**src/rtl/capture_pkg.sv**
```systemverilog
// Shared types and helpers for the capture readout block: FSM encoding,
// header sync byte and the circular-buffer address wrap.
package capture_pkg;

  typedef enum logic [2:0] {
    IDLE  = 3'd0,
    HDR   = 3'd1,
    FETCH = 3'd2,
    DRAIN = 3'd3,
    FIN   = 3'd4
  } state_e;

  localparam logic [7:0] HEADER_SYNC = 8'hA5;

  // Successor address in a circular buffer of the given depth.
  function automatic logic [31:0] wrap_next(input logic [31:0] addr, input logic [31:0] depth);
    if (addr == depth - 32'd1) begin
      return 32'd0;
    end else begin
      return addr + 32'd1;
    end
  endfunction

endpackage

```
**src/rtl/readout_skid.sv**
```systemverilog
// Two-entry valid/ready buffer. The head entry is the registered stream output;
// slots_free reports the room left once this cycle's pop is accounted for.
module readout_skid #(
  parameter int DATA_W = 8
) (
  input  logic              clk,
  input  logic              reset,
  input  logic              flush,
  input  logic              wr_en,
  input  logic [DATA_W-1:0] wr_data,
  input  logic              out_ready,
  output logic [DATA_W-1:0] out_data,
  output logic              out_valid,
  output logic [1:0]        slots_free
);

  logic [1:0]        occ_q, occ_d;
  logic [DATA_W-1:0] head_q, head_d;
  logic [DATA_W-1:0] tail_q, tail_d;
  logic              valid_q, valid_d;
  logic              pop;

  assign pop        = valid_q && out_ready;
  assign slots_free = 2'd2 - occ_q + {1'b0, pop};
  assign out_data   = head_q;
  assign out_valid  = valid_q;

  // Next occupancy and entry contents; the head only moves on a pop or into an empty buffer.
  always_comb begin
    occ_d  = occ_q;
    head_d = head_q;
    tail_d = tail_q;
    if (flush) begin
      occ_d = 2'd0;
    end else begin
      case ({wr_en, pop})
        2'b10: begin
          if (occ_q == 2'd0) begin
            head_d = wr_data;
          end else begin
            tail_d = wr_data;
          end
          occ_d = occ_q + 2'd1;
        end
        2'b01: begin
          head_d = tail_q;
          occ_d  = occ_q - 2'd1;
        end
        2'b11: begin
          if (occ_q == 2'd1) begin
            head_d = wr_data;
          end else begin
            head_d = tail_q;
            tail_d = wr_data;
          end
        end
        default: begin
          occ_d = occ_q;
        end
      endcase
    end
    valid_d = (occ_d != 2'd0);
  end

  // Buffer state registers.
  always_ff @(posedge clk) begin
    if (reset) begin
      occ_q   <= 2'd0;
      head_q  <= '0;
      tail_q  <= '0;
      valid_q <= 1'b0;
    end else begin
      occ_q   <= occ_d;
      head_q  <= head_d;
      tail_q  <= tail_d;
      valid_q <= valid_d;
    end
  end

endmodule

```
**src/rtl/capture_readout.sv**
```systemverilog
// Drains the circular capture RAM oldest-first into a valid/ready byte stream.
// Define READOUT_HEADER_EN to prefix each readout with a 4-byte header.
module capture_readout
  import capture_pkg::*;
#(
  parameter int ADDR_W = 18,
  parameter int DATA_W = 8,
  parameter int DEPTH  = 262144
) (
  input  logic              clk,
  input  logic              reset,
  input  logic              start,
  input  logic [ADDR_W-1:0] start_addr,
  input  logic [ADDR_W-1:0] count,
  input  logic              abort,
  output logic              busy,
  output logic              done,
  output logic              err,
  output logic              ram_en,
  output logic [ADDR_W-1:0] ram_addr,
  input  logic [DATA_W-1:0] ram_dout,
  output logic [DATA_W-1:0] out_data,
  output logic              out_valid,
  input  logic              out_ready
);

  localparam logic [ADDR_W-1:0] ONE = ADDR_W'(1);

  state_e            state_q, state_d;
  logic [ADDR_W-1:0] addr_q, addr_d;
  logic [ADDR_W-1:0] left_q, left_d;
  logic [ADDR_W-1:0] beats_q, beats_d;
  logic              pend_q, pend_d;
  logic              done_q, done_d;
  logic              err_q, err_d;
  logic              busy_q, busy_d;
  logic              addr_ok, rd_en, pop, last_beat, flush, skid_wr;
  logic [DATA_W-1:0] skid_din;
  logic [1:0]        slots_free;

`ifdef READOUT_HEADER_EN
  logic [1:0]        hdr_idx_q, hdr_idx_d;
  logic [2:0]        hdr_left_q, hdr_left_d;
  logic [ADDR_W-1:0] len_q, len_d;
  logic [23:0]       len24;
  logic [7:0]        hdr_byte;
  logic              hdr_push;

  assign len24     = 24'(len_q);
  assign hdr_push  = (state_q == HDR) && (slots_free != 2'd0);
  assign skid_wr   = pend_q || hdr_push;
  assign skid_din  = pend_q ? ram_dout : DATA_W'(hdr_byte);
  assign last_beat = pop && (((hdr_left_q == 3'd0) && (beats_q == ONE)) ||
                             ((hdr_left_q == 3'd1) && (beats_q == '0)));

  // Header byte selection.
  always_comb begin
    case (hdr_idx_q)
      2'd0:    hdr_byte = HEADER_SYNC;
      2'd1:    hdr_byte = len24[7:0];
      2'd2:    hdr_byte = len24[15:8];
      default: hdr_byte = len24[23:16];
    endcase
  end
`else
  assign skid_wr   = pend_q;
  assign skid_din  = ram_dout;
  assign last_beat = pop && (beats_q == ONE);
`endif

  assign addr_ok = 32'(start_addr) < 32'(DEPTH);
  assign pop     = out_valid && out_ready;
  // A read may issue only if its data still fits once the read already in flight lands.
  assign rd_en   = (state_q == FETCH) && (left_q != '0) && (slots_free > {1'b0, pend_q});

  assign ram_en   = rd_en;
  assign ram_addr = addr_q;
  assign busy     = busy_q;
  assign done     = done_q;
  assign err      = err_q;

  // Next-state and datapath control.
  always_comb begin
    state_d = state_q;
    addr_d  = addr_q;
    left_d  = left_q;
    beats_d = beats_q;
    pend_d  = rd_en;
    done_d  = 1'b0;
    err_d   = 1'b0;
    flush   = 1'b0;
`ifdef READOUT_HEADER_EN
    hdr_idx_d  = hdr_idx_q;
    hdr_left_d = hdr_left_q;
    len_d      = len_q;
`endif

    if (rd_en) begin
      addr_d = ADDR_W'(wrap_next(32'(addr_q), 32'(DEPTH)));
      left_d = left_q - ONE;
    end else begin
      left_d = left_q;
    end

`ifdef READOUT_HEADER_EN
    if (pop && (hdr_left_q != 3'd0)) begin
      hdr_left_d = hdr_left_q - 3'd1;
    end else if (pop) begin
      beats_d = beats_q - ONE;
    end else begin
      beats_d = beats_q;
    end
`else
    if (pop) begin
      beats_d = beats_q - ONE;
    end else begin
      beats_d = beats_q;
    end
`endif

    case (state_q)
      IDLE: begin
        if (abort) begin
          state_d = IDLE;
        end else if (start && !addr_ok) begin
          err_d = 1'b1;
`ifdef READOUT_HEADER_EN
        end else if (start) begin
          addr_d     = start_addr;
          left_d     = count;
          beats_d    = count;
          len_d      = count;
          hdr_idx_d  = 2'd0;
          hdr_left_d = 3'd4;
          state_d    = HDR;
`else
        end else if (start && (count == '0)) begin
          done_d = 1'b1;
        end else if (start) begin
          addr_d  = start_addr;
          left_d  = count;
          beats_d = count;
          state_d = FETCH;
`endif
        end else begin
          state_d = IDLE;
        end
      end
`ifdef READOUT_HEADER_EN
      HDR: begin
        if (hdr_push) begin
          hdr_idx_d = hdr_idx_q + 2'd1;
          if (hdr_idx_q == 2'd3) begin
            state_d = (len_q == '0) ? DRAIN : FETCH;
          end else begin
            state_d = HDR;
          end
        end else begin
          state_d = HDR;
        end
      end
`endif
      FETCH: begin
        if (rd_en && (left_q == ONE)) begin
          state_d = DRAIN;
        end else begin
          state_d = FETCH;
        end
      end
      DRAIN: begin
        if (last_beat) begin
          state_d = FIN;
        end else begin
          state_d = DRAIN;
        end
      end
      FIN: begin
        state_d = IDLE;
        done_d  = 1'b1;
      end
      default: begin
        state_d = IDLE;
      end
    endcase

    // Abort drops everything, including a read whose data has not landed yet.
    if (abort && (state_q != IDLE)) begin
      state_d = IDLE;
      flush   = 1'b1;
      pend_d  = 1'b0;
      done_d  = 1'b0;
    end else begin
      flush = 1'b0;
    end

    busy_d = (state_d != IDLE);
  end

  // Control and status registers.
  always_ff @(posedge clk) begin
    if (reset) begin
      state_q <= IDLE;
      addr_q  <= '0;
      left_q  <= '0;
      beats_q <= '0;
      pend_q  <= 1'b0;
      done_q  <= 1'b0;
      err_q   <= 1'b0;
      busy_q  <= 1'b0;
    end else begin
      state_q <= state_d;
      addr_q  <= addr_d;
      left_q  <= left_d;
      beats_q <= beats_d;
      pend_q  <= pend_d;
      done_q  <= done_d;
      err_q   <= err_d;
      busy_q  <= busy_d;
    end
  end

`ifdef READOUT_HEADER_EN
  // Header sequencing registers.
  always_ff @(posedge clk) begin
    if (reset) begin
      hdr_idx_q  <= 2'd0;
      hdr_left_q <= 3'd0;
      len_q      <= '0;
    end else begin
      hdr_idx_q  <= hdr_idx_d;
      hdr_left_q <= hdr_left_d;
      len_q      <= len_d;
    end
  end
`endif

  readout_skid #(.DATA_W(DATA_W)) u_skid (
    .clk        (clk),
    .reset      (reset),
    .flush      (flush),
    .wr_en      (skid_wr),
    .wr_data    (skid_din),
    .out_ready  (out_ready),
    .out_data   (out_data),
    .out_valid  (out_valid),
    .slots_free (slots_free)
  );

endmodule

```
**config.mk**
```make
export PLATFORM = sky130hd
export DESIGN_NAME = capture_readout
export DESIGN_NICKNAME = d
export VERILOG_FILES = /design/src/rtl/capture_pkg.sv /design/src/rtl/readout_skid.sv /design/src/rtl/capture_readout.sv
export SDC_FILE = /design/constraint.sdc
export NUM_CORES = 1
export LEC_CHECK = 0
export CAP_MARGIN = 20
export CORE_MARGIN = 4
export CORE_UTILIZATION = 46
export DETAILED_ROUTE_END_ITERATION = 16
export MAX_ROUTING_LAYER = met4
export PLACE_DENSITY = 0.8
export SLEW_MARGIN = 20
export SYNTH_ARGS = -nofsm -noshare
export SYNTH_HDL_FRONTEND = slang
export SYNTH_SLANG_ARGS = --single-unit
```
**constraint.sdc**
```tcl
create_clock -name clk -period 4.2 [get_ports clk]
set_input_delay 1.26 -clock clk [delete_from_list [all_inputs] [get_ports clk]]
set_output_delay 1.26 -clock clk [all_outputs]
set_load 0.05 [all_outputs]
```
### Word level (Yosys, flattened, before mapping)

Index checks and enable logic that the tools add are counted.

* output and inout bits: 31
* word-level logic and storage cells: 87
* bits of input ports: 49
* register bits: 79

* eq/ne operators: 13
* $lt $le $gt $ge: 1
* $add $sub $neg: 7
* bitwise gates (word level): 1
* reductions and logical operators: 19
* mux-type cells: 35

Operators with widths (number)
* 18-bit two-way mux: 16
* 18-bit by 1-bit equality test with 1-bit output, second input constant: 2
* 18-bit by 1-bit subtractor with 18-bit output, second input constant: 2
* 8-bit two-way mux: 4
* 8-bit one-hot mux with 3 select lines: 1
* 18-bit by 1-bit adder with 18-bit output, second input constant: 1
* 18-bit equality test, second input constant: 1
* 18-bit zero test: 1
* 18-bit nonzero test: 1
* 8-bit one-hot mux with 2 select lines: 1
* 3-bit two-way mux: 4
* 3-bit one-hot mux with 3 select lines: 1
* 3-bit nonzero test: 3
* 1-bit logical AND: 7
* 3-bit by 2-bit equality test with 1-bit output, second input constant: 2
* 2-bit by 1-bit equality test with 1-bit output, second input constant: 2
* 2-bit equality test, second input constant: 2
* 1-bit two-way mux: 4
* 2-bit two-way mux: 2
* 2-bit inequality test, second input constant: 2
* 2-bit one-hot mux with 2 select lines: 1
* 4-bit AND reduction: 1
* 2-bit nonzero test: 2
* 3-bit equality test, second input constant: 1
* other kinds (12): 12

### Depth between registers and ports, before layout

* depth after elaboration: 9
* gate-level depth with buffers: 11
* depth with buffers taken out: 10

### Modules after synthesis

A second synthesis with hierarchy kept.

* cell total of the unflattened synthesis: 499
* area total of the unflattened synthesis: 4170.2 sq um

Modules (own cells, without submodules)
* capture_readout: area each 3146.8 sq um, seq. area each 1201.2 sq um, times used 1, cells each 383
* readout_skid: area each 1023.5 sq um, seq. area each 380.4 sq um, times used 1, cells each 116

### Worst setup path before layout

Ideal clock, no wire load.

* path kind: in2out
* start: input out_ready
* end: output ram_en
* stages on the path: 8
* data required time: 2.940 ns
* setup slack: -0.182 ns
* buffers on the path: 1
* arrival: 3.122 ns
* path through: nand2_1 > ha_1 > ha_1 > o22a_1 > a2111oi_4 > o21ai_2 > inv_1 > buf_2

* cells in the longest elaborated chain, start to end: 4

Ends and longest elaborated chain
* start, declared: line capture_readout.sv:24 `input logic out_ready`
* 1-bit logical AND: line readout_skid.sv:23 `assign pop = valid_q && out_ready;`
* 2-bit by 1-bit adder with 2-bit output: line readout_skid.sv:24 `assign slots_free = 2'd2 - occ_q + {1'b0, pop};`
* 2-bit by 1-bit greater-than comparator with 1-bit output: line capture_readout.sv:74 `assign rd_en = (state_q == FETCH) && (left_q != '0) && (slots_free > {1'b0, pend_q});`
* 1-bit logical AND: line capture_readout.sv:74
* end, declared: line capture_readout.sv:19 `output logic ram_en,`

Every way passes these cells.

### Final worst setup path

Ends and elaborated chain as after synthesis.

==> run summary <==
Initial Util = 0.480
Met3 Use GR = 0.0303
Fin. max-slew vios = 0
Sum Neg Setup Slack = 0 ns
Tightest Hold Check Type = reg -> reg
Crit path max fanout = 2
Die H = 102 um
Seq cells post-synth = 79
RSZ-0062 raised after global routing = false
Synth top area cells = dfxtp_1, xnor2_1, a21oi_1
CTS root buf = clkbuf_8
Area of the core = 8380 sq um
Final GP Congestion = 0.892
Fin crit share = 0.981
First-pass GRT wire length = 16.3 mm
Die X = 102 um
Clock Latency Late Sink = 0.33 ns
Post-DP HPWL = 7.29 mm
Final hold slack = 0.501 ns
Largest net degree at the start of global routing = 40
Total CTS buffers = 9
Drt first pass iters = 5
Critical Path Start Type = primary input
Minimum clock period = 4.12 ns
Yosys top cell by area = dfxtp_1
Post-route insts no fill = 645
Most frequent cells in the layout = dfxtp_1, clkdlybuf4s50_1, nor2_1
H-tree depth = 3
Top-Level Pins = 80
Area occupied by multi-input gates = 2310 sq um
Count of cell types in the netlist = 54
Port buffer count = 78
Post-synth ARST share = 0
Fillers = 712
Die area = 10300 sq um
WP data required = 2.94 ns
Power consumption = 1.78 mW
Final setup violation count = 0
Syn_area_per_cell = 8.75 sq um
Achievable Freq = 243 MHz
Clock Path Buffers = 2
Final Hold Fails = 0
Register area = 1580 sq um
Pwr Density = 348 nW/um^2
Commonest non-fill, non-tap cell in the layout = dfxtp_1
Met1 Use GR = 0.272
Gr busiest metal = met2
Top_reg_cell synth = dfxtp_1
Run status = finished clean
Worst-margin pin slew = 0.902 ns
Leak = 1.70 nW
Seq/Total Area, Yosys = 0.393
Drt wl/cell = 15.4 um
Synthesized instance count = 460
Syn Std Cell Area = 4030 sq um
Worst path arrival time = 2.86 ns
Vias per cell = 5.56
Count of flip-flops with a built-in enable after synthesis = 0
DR DRC count = 0
Crit path capture type = output pin
CTS clk-pin slew, worst paths = 0.08 ns
CTS Sinks = 79
Remaining global-route overflow = 0
Share of layout cells above drive strength 1 = 0.0852
DRT iter0 DRCs = 180
P&R area growth vs syn = 26.9%
Antenna Violating Nets Remaining = 0
Layout net count = 597
All-Layer GR Usage = 0.203
Total wire length = 9.91 mm
GR Util met2 = 0.314
Placed cells = 629
Via count = 3589
CP Class = in -> out
Rel. slew slack = 0.393
Row count = 33
Number of global-route vias before repair = 3483
VDD IR max = 0.189 mV
Clk_skew = 0.00865 ns
Yosys warnings = 0
Antenna violations before repair = 0
MaxCap Viol Count = 0
Top-area cell type share of the netlist area = 0.393
CTS tree = yes
Mapped Nets = 522
# diodes = 0
[cells in the mapped netlist, types with 3 or more instances]
library cell	number
a211oi_1	9
a21oi_1	36
a22oi_1	8
a31oi_1	4
and4_1	4
buf_2	3
buf_6	3
clkbuf_1	13
dfxtp_1	79
ha_1	13
inv_1	15
mux2i_1	9
nand2_1	41
nand3_1	11
nand4_1	7
nor2_1	43
nor3_1	10
nor3_2	5
nor4_1	16
o211ai_1	3
o21ai_0	8
o21ai_1	14
o21bai_1	17
or3_1	7
xnor2_1	32
xor2_1	15
[layer usage]
layer / up-vias / wire, um
li1: 1800 / -
met1: 1668 / 4740
met2: 110 / 4520
met3: 11 / 514
met4: 0 / 134
met5: - / 0
[worst paths after layout]
check	start	end	slack (ns)	cells past startpoint
worst max-delay path	out_ready	ram_en	0.08	9
worst min-delay path	u_skid.tail_q[4]$_SDFFE_PP0P_	u_skid.tail_q[4]$_SDFFE_PP0P_	0.50	2
worst max register to register	u_skid.out_valid$_SDFF_PP0_	left_q[3]$_SDFF_PP0_	1.52	10
worst min register to register	u_skid.tail_q[4]$_SDFFE_PP0P_	u_skid.tail_q[4]$_SDFFE_PP0P_	0.50	2
[cell families (layout without fill, tap and decap cells)]
| family | count (synthesis) | in the layout | synth area share |
|---|---|---|---|
| fa+ha+maj | 13 | 13 | 0.0404 |
| mux | 9 | 9 | 0.0224 |
| simple gates | 164 | 164 | 0.222 |
| flops | 79 | 79 | 0.393 |
| xor+xnor | 47 | 47 | 0.102 |
| compound gates | 111 | 111 | 0.178 |
| other cells | 1 | 1 | 0.000932 |
| buf+inv | 36 | 116 | 0.0410 |
[metrics by stage]
step / utilization / area, sq um / setup WS, ns
after detailed placement: 0.584 / 4890 / -0.386
after CTS: 0.609 / 5110 / 0.0770
final: 0.609 / 5110 / 0.0811
after floorplan: - / 4040 / 0.0127
after global placement: 0.584 / 4890 / -0.394
after global routing: 0.609 / 5110 / 0.00687
[final cells by class]
class,count,area share
Sequential cell,79,0.310
Tap cell,105,0.0257
Inverter,16,0.0118
Timing Repair Buffer,84,0.163
Clock inverter,4,0.00882
Clock buffer,12,0.0284
Multi-Input combinational cell,345,0.453
[what timing repair did]
item,4_1_cts,5_1_grt
gates resized for setup,7,0
buffers inserted,0,0
setup endpoints to repair,1,0
hold buffers,0,0
[worst max-delay path, stage by stage]
cell       delay, ns
buf_2           0.09
nand2_2         0.07
ha_4            0.28
ha_4            0.18
o22a_1          0.18
a2111oi_4       0.42
o21ai_2         0.12
inv_2           0.11
buf_12          0.14
[state kept, by name, indices dropped and copies added, names as in the netlist]
register / cells
beats_q: 18
left_q: 18
ram_addr: 18
u_skid.out_data: 8
u_skid.tail_q: 8
state_q: 3
u_skid.occ_q: 2
busy: 1
done: 1
pend_q: 1
u_skid.out_valid: 1
[power breakdown]
group | leakage, nW | switching [mW] | internal (mW)
Sequential | 0.647 | 0.0520 | 0.798
Combinational | 0.953 | 0.213 | 0.164
Clock | 0.100 | 0.264 | 0.289
Total | 1.70 | 0.529 | 1.25
No activity file was read; power rests on OpenSTA's default activity.
